## config.mk

```make
export PLATFORM = sky130hd
export DESIGN_NAME = program_loader
export DESIGN_NICKNAME = d
export VERILOG_FILES = /design/src/rtl/program_loader_pkg.sv /design/src/rtl/program_loader_byte_pair_assembler.sv /design/src/rtl/program_loader.sv
export SDC_FILE = /design/constraint.sdc
export NUM_CORES = 1
export LEC_CHECK = 0
export ABC_AREA = 1
export ABC_CLOCK_PERIOD_IN_PS = 1900
export CAP_MARGIN = 20
export CELL_PAD_IN_SITES_DETAIL_PLACEMENT = 1
export CELL_PAD_IN_SITES_GLOBAL_PLACEMENT = 1
export CORE_ASPECT_RATIO = 1.2
export CORE_UTILIZATION = 41
export CTS_CLUSTER_DIAMETER = 80
export CTS_CLUSTER_SIZE = 12
export DETAILED_ROUTE_END_ITERATION = 16
export PLACE_DENSITY = 0.83
export SYNTH_ARGS = -nofsm -noshare
export SYNTH_HDL_FRONTEND = slang
export SYNTH_SLANG_ARGS = --single-unit
```

## constraint.sdc

```tcl
create_clock -name clk -period 1.9 [get_ports clk]
set_clock_uncertainty 0.1 [all_clocks]
set_input_delay 0.285 -clock clk [delete_from_list [all_inputs] [get_ports clk]]
set_output_delay 0.285 -clock clk [all_outputs]
set_load 0.005 [all_outputs]
```

## src/rtl/program_loader_pkg.sv

```systemverilog
// Shared definitions for the boot-time program loader: FSM state encoding,
// frame layout constants and the default memory depth used across the slice.
package program_loader_pkg;

  typedef enum logic [2:0] {
    ST_LEN_HI  = 3'd0,
    ST_LEN_LO  = 3'd1,
    ST_DATA_HI = 3'd2,
    ST_DATA_LO = 3'd3,
    ST_CSUM    = 3'd4,
    ST_RUN     = 3'd5,
    ST_ERROR   = 3'd6
  } state_t;

  localparam int HDR_BYTES         = 2;
  localparam int CSUM_BYTES        = 1;
  localparam int DEFAULT_MEM_WORDS = 1000;

  // True while the loader is still consuming frame bytes.
  function automatic logic is_loading(input state_t s);
    return (s inside {ST_LEN_HI, ST_LEN_LO, ST_DATA_HI, ST_DATA_LO, ST_CSUM});
  endfunction

endpackage

```

## src/rtl/program_loader_byte_pair_assembler.sv

```systemverilog
// Holds the high-byte latch, forms the big-endian {hi,lo} word and keeps the
// running XOR of every frame byte seen so far.
module byte_pair_assembler (
  input  logic        clk,
  input  logic        rst,
  input  logic        clear,
  input  logic        xor_en,
  input  logic        hi_en,
  input  logic [7:0]  byte_in,
  output logic [15:0] word,
  output logic [7:0]  running_xor
);

  logic [7:0] hi_q;

  // The low byte is taken straight from the stream so the word is ready in
  // the same cycle the low byte is accepted.
  assign word = {hi_q, byte_in};

  always_ff @(posedge clk or negedge rst) begin
    if (!rst) begin
      hi_q        <= 8'h00;
      running_xor <= 8'h00;
    end else begin
      if (clear) begin
        running_xor <= 8'h00;
      end else if (xor_en) begin
        running_xor <= running_xor ^ byte_in;
      end
      if (hi_en) begin
        hi_q <= byte_in;
      end
    end
  end

endmodule

```

## src/rtl/program_loader.sv

```systemverilog
// Boot loader: parses a length-prefixed, XOR-checked byte stream, writes the
// words into processor memory and releases the processor reset on success.
module program_loader
  import program_loader_pkg::*;
#(
  parameter int ADDR_W    = 16,
  parameter int MEM_WORDS = DEFAULT_MEM_WORDS,
  parameter int BASE_ADDR = 0
) (
  input  logic              clk,
  input  logic              rst,
  input  logic [7:0]        byte_in,
  input  logic              byte_valid,
  output logic              byte_ready,
  input  logic              reload,
  output logic [ADDR_W-1:0] load_addr,
  output logic [15:0]       load_data,
  output logic              load_w,
  output logic              cpu_rst,
  output logic              error,
  output logic [ADDR_W-1:0] loaded_words
);

  state_t            state;
  logic [15:0]       len_q;
  logic [15:0]       len_full;
  logic              accept;
  logic              restart;
  logic              xor_en;
  logic              hi_en;
  logic [ADDR_W-1:0] next_count;
  logic [15:0]       word;
  logic [7:0]        running_xor;

  // Gating with rst keeps the stream stalled while the loader is held in reset.
  assign byte_ready = rst && is_loading(state);
  assign accept     = byte_valid && byte_ready;
  assign restart    = reload && (state == ST_RUN || state == ST_ERROR);
  assign xor_en     = accept && (state != ST_CSUM);
  assign hi_en      = accept && (state == ST_DATA_HI);
  assign next_count = loaded_words + ADDR_W'(1);
  assign len_full   = {len_q[15:8], byte_in};

  byte_pair_assembler u_asm (
    .clk         (clk),
    .rst         (rst),
    .clear       (restart),
    .xor_en      (xor_en),
    .hi_en       (hi_en),
    .byte_in     (byte_in),
    .word        (word),
    .running_xor (running_xor)
  );

  always_ff @(posedge clk or negedge rst) begin
    if (!rst) begin
      state        <= ST_LEN_HI;
      len_q        <= 16'h0000;
      load_addr    <= '0;
      load_data    <= 16'h0000;
      load_w       <= 1'b0;
      cpu_rst      <= 1'b0;
      error        <= 1'b0;
      loaded_words <= '0;
    end else begin
      load_w <= 1'b0;
      case (state)
        ST_LEN_HI: begin
          if (accept) begin
            len_q <= {byte_in, 8'h00};
            state <= ST_LEN_LO;
          end
        end
        ST_LEN_LO: begin
          // The length is bounded here so no later write can leave memory.
          if (accept) begin
            len_q <= len_full;
            if (len_full > 16'(MEM_WORDS)) begin
              state <= ST_ERROR;
              error <= 1'b1;
            end else if (len_full == 16'h0000) begin
              state <= ST_CSUM;
            end else begin
              state <= ST_DATA_HI;
            end
          end
        end
        ST_DATA_HI: begin
          if (accept) begin
            state <= ST_DATA_LO;
          end
        end
        ST_DATA_LO: begin
          if (accept) begin
            load_addr    <= ADDR_W'(BASE_ADDR) + loaded_words;
            load_data    <= word;
            load_w       <= 1'b1;
            loaded_words <= next_count;
            if (32'(next_count) == 32'(len_q)) begin
              state <= ST_CSUM;
            end else begin
              state <= ST_DATA_HI;
            end
          end
        end
        ST_CSUM: begin
          if (accept) begin
            if (byte_in == running_xor) begin
              state   <= ST_RUN;
              cpu_rst <= 1'b1;
            end else begin
              state <= ST_ERROR;
              error <= 1'b1;
            end
          end
        end
        ST_RUN, ST_ERROR: begin
          if (restart) begin
            state        <= ST_LEN_HI;
            cpu_rst      <= 1'b0;
            error        <= 1'b0;
            loaded_words <= '0;
          end
        end
        default: begin
          state <= ST_ERROR;
          error <= 1'b1;
        end
      endcase
    end
  end

endmodule

```

==> Word-level counts from Yosys, hierarchy flattened <==
Cells that the tools add are included.
{ "word_totals": {"latch_bits": 0, "register_bits": 86, "memories": 0, "ram_bits": 0, "mem_bits_ro": 0, "elab_cells": 86, "out_inout_bits": 52} }
{ "classes": {"n_mux": 30, "mul": 0, "div_mod_pow": 0, "n_eq_ne": 18, "n_addsub": 1, "bitwise": 3, "reduce_logical": 22, "order_cmp": 1, "shift": 0} }
{ "op_table": {"columns": ["operator", "n"], "rows": [
  ["$pmux 16 s2", 2],
  ["$mux 16", 3],
  ["$mux 3", 9],
  ["$mux 8", 3],
  ["$pmux 3 s6", 1],
  ["$add 16x1->16 const B", 1],
  ["$eq 16x16->1", 1],
  ["$gt 16x10->1 const B", 1],
  ["$logic_not 16->1", 1],
  ["$ne 2x2->1 const B", 7],
  ["$reduce_and 6->1", 2],
  ["$eq 3x3->1 const B", 3],
  ["$mux 1", 9],
  ["$reduce_and 3->1", 3],
  ["$eq 8x8->1", 1],
  ["$reduce_bool 2->1", 4],
  ["$xor 8x8->8", 1],
  ["$eq 3x2->1 const B", 2],
  ["$logic_and 1x1->1", 5],
  ["$reduce_bool 5->1", 1],
  ["$ne 2x1->1 const B", 2],
  ["$pmux 1 s4", 1],
  ["$reduce_and 4->1", 1],
  ["$eq 3x1->1 const B", 1],
  ["other kinds (9)", 10]
]} }

==> Longest topological paths before layout <==
Gate-level depths: netlist of the first run.
{ "depth": {"word_depth": 7, "mapped_depth": 14, "mapped_depth_nobuf": 14} }

==> By module <==
From an unflattened synthesis of the first run, not the netlist that was laid out.
{ "unflattened": {"cells_unflattened": 578, "hier_area_um2": 4470.5} }
{ "by_module_without_submodules": {"columns": ["module", "cells_each", "n_inst", "area_per_inst_um2"], "rows": [
  ["program_loader", 494, 1, 3714.8],
  ["byte_pair_assembler", 84, 1, 755.7]
]} }

==> Least setup slack after synthesis of the first run <==
OpenSTA, ideal clock, no wires.
{ "synth_timing": {"path_kind": "reg2reg", "from": "register loaded_words[0]", "to": "register state[2]", "n_path_buf": 0, "path_slack_ps": 76, "t_required_ps": 1723, "path_stages_with_launch": 14, "t_arrival_ps": 1646, "cell_sequence": "dfrtp_1 > ha_1 > nand2_1 > nor2_2 > nand2_1 > nand2_1 > nand2_1 > nand2_1 > nand2_1 > nor2_1 > nand3_1 > nor2_1 > nand3_1 > a21oi_1"} }
{ "synth_between": {"elab_chain_cells": 5} }
{ "synth_lines": {"columns": ["element", "line_no", "text"], "rows": [
  ["start, declared", "program_loader.sv:21", "output logic [ADDR_W-1:0] loaded_words"],
  ["start signal, assigned", "program_loader.sv:98", "loaded_words <= next_count;"],
  ["$add 16x1->16", "program_loader.sv:41", "assign next_count = loaded_words + ADDR_W'(1);"],
  ["$eq 16x16->1", "program_loader.sv:99", "if (32'(next_count) == 32'(len_q)) begin"],
  ["$mux 3", "program_loader.sv:99", null],
  ["$mux 3", "program_loader.sv:94", "if (accept) begin"],
  ["$pmux 3 s6", "program_loader.sv:67", "case (state)"],
  ["end signal, assigned", "program_loader.sv:71", "state <= ST_LEN_LO;"],
  ["end signal, assigned", "program_loader.sv:100", "state <= ST_CSUM;"],
  ["end signal, assigned", "program_loader.sv:102", "state <= ST_DATA_HI;"],
  ["end, declared", "program_loader.sv:24", "state_t state;"]
]} }
No other way between the ends. The select of a mux whose other input is x is not followed.
A chain may end at the register's enable or synchronous reset.

==> Worst setup path after layout of the first run <==
{ "layout_timing": {"from": "register loaded_words[1]", "to": "register state[2]"} }
Same word-level chain as after synthesis.

==> reports/metrics.yaml, run 1 <==
min_path:
  holdCritStartpoint: "load_data[13]"
  hold_path_class: "reg -> reg"
synth:
  synth_cell_types: 34
  ys_ff_latch: 86
  async_flop_share: 1.00
  synthAdderAreaFrac: 0.00281
  yosys_warnings: 0
  syn_area_sq_um: 4460
  synthXorXnorAreaFrac: 0.0197
  synthCells: 542
  synth_commonest_cells: "nand2_1, dfrtp_1, inv_1, nand3_1, nor2_1"
  synth_compound_area_frac: 0.138
  synth_edf_count: 0
  synth.most_common_cell: "nand2_1"
  muxShareOfSynthArea: 0
  synth.avg_cell_area_sq_um: 8.22
  yosys.area_share.simple: 0.280
  synthesis.nets: 555
  synth_area_leader_cell: "dfrtp_1"
  seq_area_frac_synth: 0.483
  synthFlopType: "dfrtp_1"
  synth_top_family_by_area: "simple AND/OR/NAND/NOR gates"
  synth.top_cell.area_share: 0.483
  synthTopCellsByArea: "dfrtp_1, nand2_1, nand3_1, inv_1, o21ai_2"
placement:
  dp_hpwl_um: 11000
  place.gp.congestion: 0.913
  post_dp_cell_area_sq_um: 5650
  portBuffers: 63
  dp_cells: 784
sta:
  tightest_slew_ns: 0.481
  finalCritPeriodShare: 1.16
  fmax_ghz: 0.453
  drv_slew: 0
  hold_violations: 0
  setup_violations: 2
  fin_crit_ns: 2.21
  slew_headroom: 0.680
  rsz0062_at_grt: "true"
  fin_ws_ns: -0.307
global_routing:
  met3_usage: 0.0521
  grt_pass1_vias: 5050
  grt_overflow: 0
  antenna_found_initial: 0
  top_usage_layer: "met2"
  grt_util_met1: 0.338
  grt_use_total: 0.298
  met2_usage: 0.545
  grt_pass1_wl_um: 26100
  grt_max_degree: 87
cells_and_area:
  fin_area_sq_um: 6320
  final_cells: 817
  nets: 696
  fin_util: 0.598
  seqCellArea_sq_um: 2150
  drive_above_1_share: 0.262
  antennaDiodeCount: 0
  fillers: 1249
  areaGrowthSynthToFinish_pct: 41.9
  multiInputGateArea_sq_um: 2130
detailed_routing:
  ant_nets: 0
  post_drt_wl_per_cell_um: 21.2
  via_per_inst: 5.71
  routed_wl_um: 17300
  drt_iter0_drc: 403
  route.detailed.drc: 0
  dr.pass1.iters: 4
  vias: 4663
setup_path:
  reg2regPathDepth: 14
  critPathRequiredTime_ns: 2.09
  startpoint: "loaded_words[1]"
  regToRegSetupSlack_ns: -0.31
  worstReg2RegStart: "loaded_words[1]"
  regToRegEndpoint: "state[2]"
  crit_fanout: 7
  start_kind: "flop"
  worst_ep_arrival_time_ns: 2.39
  cp-endpoint: "state[2]"
  end_kind: "flop"
  path_class: "reg -> reg"
floorplanning:
  fp.dieW_um: 97.2
  num_rows: 41
  start_util: 0.422
  ioPinCount: 64
  die_area_sq_um: 11300
  core_area_sq_um: 10600
  chipHeight_um: 116
power:
  netSwitchingFraction: 0.400
  internal-power_mw: 4.73
  peakVddDrop_v: 0.000489
  p_seq_frac: 0.357
  switchingPower_mw: 3.15
  combPwrFrac: 0.412
  p_leak_nw: 3.01
  power_density_nw_per_um2: 1250
  clkPwrFrac: 0.231
clocking:
  insertion_delay_ns: 0.36
  cts_htree_levels: 3
  cts_buffer_depth: 2
  cts_inserted_buffers: 9
  clk_pin_slew_ns: 0.07
  tritoncts: "yes"
  clock-sinks: 86
  root_buffer: "clkbuf_16"
run_status:
  status: "finished, violations left"
  violations: "negative setup slack"
job:
  drv_cap: 0
-- through the flow --
step	power [mW]	hold slack (ns)	TNS (ns)	setup WS, ns
after floorplan	4.29	-0.111	0	0.0765
after global placement	5.40	0.338	-0.181	-0.0916
after detailed placement	5.60	0.335	-1.09	-0.176
after CTS	7.66	0.382	-0.274	-0.150
after global routing	8.32	0.404	-0.824	-0.401
final	7.89	0.375	-0.579	-0.307
-- cell families after synthesis --
kind of cell             after synthesis
XOR/XNOR                              10
flip-flops                            86
buffers and inverters                 73
AO/OA/AOI/OAI                         86
adder cells (fa/ha/maj)                1
AND/OR/NAND/NOR                      286
-- cell usage in the layout (no fill, tap or decap), types with 5 or more instances in the layout --
| cell | count |
|---|---|
| buf_4 | 69 |
| nand3_1 | 52 |
| clkbuf_16 | 10 |
| o22ai_2 | 9 |
| buf_12 | 5 |
| nand2_2 | 16 |
| nor2_4 | 7 |
| xor2_1 | 7 |
| inv_1 | 54 |
| clkdlybuf4s50_1 | 58 |
| a32o_1 | 5 |
| a21oi_1 | 7 |
| o22ai_1 | 7 |
| o21ai_1 | 5 |
| dfrtp_1 | 84 |
| inv_2 | 5 |
| o21ai_2 | 21 |
| nand4_1 | 12 |
| nand2_1 | 147 |
| nor2_1 | 26 |
| o21ai_0 | 28 |
| nor2_2 | 10 |
-- how the worst min path moves through the flow --
stage,to,depth (start not counted),slack [ns]
after floorplan,cpu_rst,0,-0.11
after global placement,load_addr[4],2,0.34
after detailed placement,load_addr[3],2,0.34
after CTS,load_data[13],2,0.38
after global routing,load_data[14],2,0.40
final,load_data[13],2,0.38
-- cell type report --
cell class,instances,area share
clock buffer,9,0.0356
clock inverter,7,0.0117
inverter,61,0.0378
multi-input combinational,383,0.337
sequential,86,0.341
tap,129,0.0255
timing repair buffer,142,0.212
-- state kept, by name (all words and copies together), names as in the netlist --
signal	flops
cpu_rst	1
u_asm.hi_q	8
state	3
load_w	1
loaded_words	16
load_addr	16
load_data	16
u_asm.running_xor	8
error	1
len_q	16
-- worst max-delay path, stage by stage, from the launching register on --
cell and delay, ns:
dfrtp_1 0.44, ha_4 0.21, nand2_2 0.09, nor2_4 0.04, buf_6 0.13, nand2_1 0.07
nand2_1 0.07, buf_4 0.13, nand3_1 0.10, nand2_1 0.08, nor2_1 0.14, nand3_1 0.14
nor2_1 0.15, nand3_1 0.12, a21oi_2 0.13
-- routing by layer --
layer  share of wire  routed length [um]
met2            0.53                9170
met4           0.047                 805
met5               0                   0
met3           0.044                 758
met1            0.38                6550
-- power by group through the flow --
stage / Clock (mW) / Sequential [mW] / Combinational (mW)
after detailed placement: 0 / 2.83 / 2.78
after global routing: 1.92 / 2.87 / 3.53
after CTS: 1.83 / 2.79 / 3.03
after global placement: 0 / 2.79 / 2.62
final: 1.83 / 2.82 / 3.25
after floorplan: 0 / 2.75 / 1.54
-- repair_timing --
| action | in CTS | in global routing |
|---|---|---|
| gates resized for setup | 32 | 33 |
| endpoints found under the setup margin | 42 | 19 |
| gates cloned | 1 | 1 |
| hold buffers | 1 | 0 |
| pin swaps | 6 | 7 |
| endpoints found under the hold margin | 86 | 0 |
| buffers inserted | 8 | 7 |
Note: power is estimated with default switching activity, not from simulation.
==> run 2, diff against run 1 <==
Settings changed: ABC_CLOCK_PERIOD_IN_PS 1900 to 2600, CORE_UTILIZATION 41 to 44, PLACE_DENSITY 0.83 to 0.88.
Clock period 1.9 ns to 2.6 ns, I/O delays scaled along.
==> reports/metrics.yaml, run 2 (same netlist as run 1, synthesis figures left out) <==
detailed_routing:
  vias: 4138  # -11%
  route.detailed.drc: 0  # unchanged
  post_drt_wl_per_cell_um: 18.5  # -12%
  dr.pass1.iters: 4  # unchanged
  routed_wl_um: 13700  # -21%
  via_per_inst: 5.61  # -1.8%
  ant_nets: 0  # unchanged
  drt_iter0_drc: 212  # -47%
sta:
  holdWs_ns: 0.0333  # -0.342 ns
  tightest_slew_ns: 0.686  # +0.205 ns
  hold_violations: 0  # unchanged
  finalCritPeriodShare: 0.916  # -0.246
  fin_ws_ns: 0.218  # +0.525 ns
  drv_slew: 0  # unchanged
  fin_crit_ns: 2.38  # +0.175 ns
  finalSetupTns_ns: 0  # +0.579 ns
  fmax_ghz: 0.420  # -7.3%
  rsz0062_at_grt: "false"
  slew_headroom: 0.539  # -0.140
  setup_violations: 0  # -2
floorplanning:
  core_area_sq_um: 9660  # -8.6%
  fp.dieW_um: 93.9  # -3.4%
  chipHeight_um: 112  # -3.4%
  ioPinCount: 64  # unchanged
  start_util: 0.461  # +0.0395
  num_rows: 39  # -4.9%
  die_area_sq_um: 10500  # -6.7%
setup_path:
  start_kind: "flop"
  crit_buf_inv: 0  # -2
  slowest_stage: "dfrtp_1"
  path_cells: "ha_1 > nand3_1 > nor2_1 > nand3_1 > nand2_1 > nand3_1 > nand2_1 > nand2_1 > nor2_1 > nand3_1 > nand2_1 > a21oi_1"
  path_class: "reg -> reg"
  regToRegEndpoint: "state[1]"
  regToRegSetupSlack_ns: 0.22  # +0.53 ns
  startpoint: "loaded_words[0]"
  worst_ep_arrival_time_ns: 2.51  # +0.12 ns
  worstReg2RegStart: "loaded_words[0]"
  crit_fanout: 6  # -1
  critPathMaxStageDelay_ns: 0.45  # about the same
  reg2regPathDepth: 12  # -2
  end_kind: "flop"
  critPathTopFamily: "simple AND/OR/NAND/NOR gates"
  critPathRequiredTime_ns: 2.73  # +0.64 ns
power:
  netSwitchingFraction: 0.356  # -0.0436
  peakVddDrop_v: 0.000509  # +4.1%
  p_seq_frac: 0.385  # +0.028
  switchingPower_mw: 1.93  # -39%
  combPwrFrac: 0.346  # -0.066
  total_power_mw: 5.42  # -31%
  power_density_nw_per_um2: 979  # -22%
  internal-power_mw: 3.49  # -26%
  clkPwrFrac: 0.269  # +0.038
  p_leak_nw: 2.56  # -15%
global_routing:
  grt_pass1_vias: 4475  # -11%
  grt_max_degree: 48  # -45%
  grt_overflow: 0  # unchanged
  grt_pass1_wl_um: 22900  # -12%
  grt_use_total: 0.281  # -0.0172
  antenna_found_initial: 0  # unchanged
cells_and_area:
  areaGrowthSynthToFinish_pct: 24.2
  mostFrequentLayoutCell: "nand2_1"
  antennaDiodeCount: 0  # unchanged
  layout_common_cells: "nand2_1, dfrtp_1, clkdlybuf4s50_1"
  drive_above_1_share: 0.109  # -0.153
  nets: 623  # -10%
  fin_util: 0.573  # -0.0258
min_path:
  hold_path_class: "in -> async"
clocking:
  cts_htree_levels: 3  # unchanged
  cts-resized-gates: 0  # -100%
  tritoncts: "yes"
  root_buffer: "clkbuf_16"
  cts_setup_buffers: 0  # -8
  insertion_delay_ns: 0.35  # about the same
  cts_inserted_buffers: 9  # unchanged
  clock-sinks: 86  # unchanged
  clk_pin_slew_ns: 0.07  # about the same
  cts_buffer_depth: 2  # unchanged
  postCtsHoldBufs: 0  # -1
placement:
  dp_hpwl_um: 9930  # -9.5%
  place.gp.congestion: 0.859  # -5.9%
  place_ws_ns: 0.338  # +0.513 ns
  portBuffers: 63  # unchanged
run_status:
  status: "completed"
job:
  drv_cap: 0  # unchanged
==> run 2: per-stage QoR <==
step,cell area (sq um),cells
after floorplan,4460,542
after global placement,5190,722
after detailed placement,5190,722
after CTS,5530,738
after global routing,5530,738
final,5530,738
==> run 2: power by group through the flow <==
| stage | sequential (mW) | combinational (mW) | clock [mW] |
|---|---|---|---|
| 6_report | 2.09 | 1.87 | 1.46 |
| 3_5_place_dp | 2.10 | 1.84 | 0 |
| 4_1_cts | 2.09 | 1.88 | 1.47 |
| 2_1_floorplan | 2.01 | 1.12 | 0 |
| 3_3_place_gp | 2.06 | 1.75 | 0 |
| 5_1_grt | 2.13 | 2.10 | 1.51 |
==> run 2: how the worst max path moves through the flow <==
stage	endpoint	slack, ns	cells after the start
floorplan	state[2]	0.78	13
global placement	state[2]	0.46	8
detailed placement	state[1]	0.34	12
CTS	state[1]	0.25	12
global route	state[1]	0.07	12
finish	state[1]	0.22	12
==> run 2: layout make-up <==
| type | count | area (sq um) |
|---|---|---|
| fill | 1162 | 4130 |
| multi-input combinational | 383 | 1960 |
| inverter | 61 | 234 |
| sequential | 86 | 2150 |
| tap | 123 | 154 |
| clock buffer | 12 | 267 |
| timing repair buffer | 69 | 686 |
| clock inverter | 4 | 76.3 |
==> run 2: routing by layer <==
layer	part of all wire	up-vias	GRT usage
met5	0	-	0
li1	-	1913	-
met3	0.044	40	0.0325
met4	0.035	0	0.129
met1	0.40	2044	0.350
met2	0.52	141	0.485
==> run 3, diff against run 2 <==
Settings changed: CORE_ASPECT_RATIO 1.2 to unset, CORE_MARGIN set to 2.
==> reports/metrics.yaml, run 3 (same netlist as run 1, synthesis figures left out) <==
run_status:
  status: "finished, violations left"
  violations: "negative hold slack"
cells_and_area:
  drive_above_1_share: 0.109  # unchanged
  layout_common_cells: "nand2_1, dfrtp_1, clkdlybuf4s50_1"
  multiInputGateArea_sq_um: 1960  # unchanged
  nets: 623  # unchanged
  areaGrowthSynthToFinish_pct: 21.1
  fin_area_sq_um: 5400  # -2.4%
  antennaDiodeCount: 0  # unchanged
  seqCellArea_sq_um: 2150  # unchanged
  mostFrequentLayoutCell: "nand2_1"
  fillers: 1242  # +6.9%
sta:
  fmax_ghz: 0.435  # +3.6%
  fin_crit_ns: 2.30  # -0.0832 ns
  holdWs_ns: -0.0333  # -0.0666 ns
  slew_headroom: 0.663  # +0.124
  tightest_slew_ns: 0.505  # -0.181 ns
  hold_violations: 8  # +8
  finalSetupTns_ns: 0  # unchanged
  finalCritPeriodShare: 0.884  # -0.0320
  rsz0062_at_grt: "false"
  drv_slew: 0  # unchanged
  setup_violations: 0  # unchanged
global_routing:
  grt_overflow: 0  # unchanged
  grt_util_met1: 0.317  # -0.0327
  grt_max_degree: 87  # +81%
  top_usage_layer: "met2"
  grt_pass1_vias: 4504  # +0.65%
  grt_use_total: 0.248  # -0.0329
  antenna_found_initial: 0  # unchanged
  grt_pass1_wl_um: 21900  # -4.3%
  met3_usage: 0.0381  # +0.00553
  met2_usage: 0.434  # -0.0505
detailed_routing:
  post_drt_wl_per_cell_um: 17.4  # -6.3%
  routed_wl_um: 13000  # -5.0%
  vias: 4130  # -0.19%
  drt_iter0_drc: 216  # +1.9%
  route.detailed.drc: 0  # unchanged
  dr.pass1.iters: 5  # +1
  via_per_inst: 5.52  # -1.5%
  ant_nets: 0  # unchanged
setup_path:
  path_class: "reg -> out"
  crit_top_cell: "nand2_2"
  slowest_stage: "clkdlybuf4s50_1"
  critPathRequiredTime_ns: 2.11  # -0.62 ns
  start_kind: "flop"
  crit_fanout: 7  # +1
  end_kind: "output port"
  path_cells: "inv_2 > nand2_2 > nand2_2 > and2_4 > clkdlybuf4s50_1"
  worst_ep_arrival_time_ns: 1.81  # -0.70 ns
  critPathMaxStageDelay_ns: 0.50  # +0.05 ns
clocking:
  clk_pin_slew_ns: 0.10  # +0.03 ns
  tritoncts: "yes"
  cts_setup_buffers: 0  # unchanged
  cts-resized-gates: 0  # unchanged
  root_buffer: "clkbuf_8"
  cts_buffer_depth: 2  # unchanged
  postCtsHoldBufs: 0  # unchanged
  insertion_delay_ns: 0.38  # +0.03 ns
  cts_htree_levels: 3  # unchanged
  cts_inserted_buffers: 9  # unchanged
  clock-sinks: 86  # unchanged
floorplanning:
  ioPinCount: 64  # unchanged
  die_area_sq_um: 10900  # +3.9%
  fp.dieW_um: 105  # +11%
  core_area_sq_um: 9820  # +1.6%
  chipHeight_um: 105  # -6.8%
  start_util: 0.454  # -0.00740
  num_rows: 36  # -7.7%
placement:
  dp_hpwl_um: 9450  # -4.8%
  post_dp_cell_area_sq_um: 5200  # +0.24%
  place.gp.congestion: 0.915  # +6.5%
  portBuffers: 63  # unchanged
min_path:
  hold_path_class: "in -> async"
power:
  power_density_nw_per_um2: 906  # -7.4%
  peakVddDrop_v: 0.000403  # -21%
  p_leak_nw: 2.50  # -2.5%
job:
  drv_cap: 0  # unchanged
## run 3: stage by stage
stage                     utilization  instances  setup slack [ns]  power (mW)
after floorplan                     -        542             0.776        3.13
after global placement          0.530        732             0.369        3.83
after detailed placement        0.530        732             0.381        3.93
after CTS                       0.550        748             0.309        4.92
after global routing            0.550        748            0.0753        5.26
final                           0.550        748             0.301        4.89
## run 3: layout make-up
type / count / area share
Clock buffer: 9 / 0.0230
Clock inverter: 7 / 0.0132
Inverter: 61 / 0.0434
Multi-Input combinational cell: 383 / 0.364
Sequential cell: 86 / 0.399
Tap cell: 133 / 0.0308
Timing Repair Buffer: 69 / 0.127
## run 3: routing by layer
metal	wire, um	vias to the layer above
met5	0	-
met4	255	0
met3	519	27
met2	6660	113
met1	5550	2069
li1	-	1921
## run 3: worst paths after layout
path / from / endpoint / slack (ns) / depth (start not counted)
min in group clk: load_data[14] / load_data[14] / 0.38 / 2
min: rst / load_addr[5] / -0.03 / 2
max: state[1] / byte_ready / 0.30 / 5
min reg2reg: load_data[14] / load_data[14] / 0.38 / 2
max reg2reg: loaded_words[0] / state[2] / 0.31 / 11
max in group asynchronous: rst / state[0] / 2.02 / 2
## run 3: where the power goes
group	total [mW]	internal, mW	switching, mW
registers	2.07	1.75	0.327
logic	1.86	0.811	1.05
clock network	0.961	0.381	0.580
## run 3: critical path, delay by kind of cell, from the launching register on
family                 cells  cell delay [ns]
buffers and inverters      2             0.60
flip-flops                 1             0.49
AND/OR/NAND/NOR            3             0.35
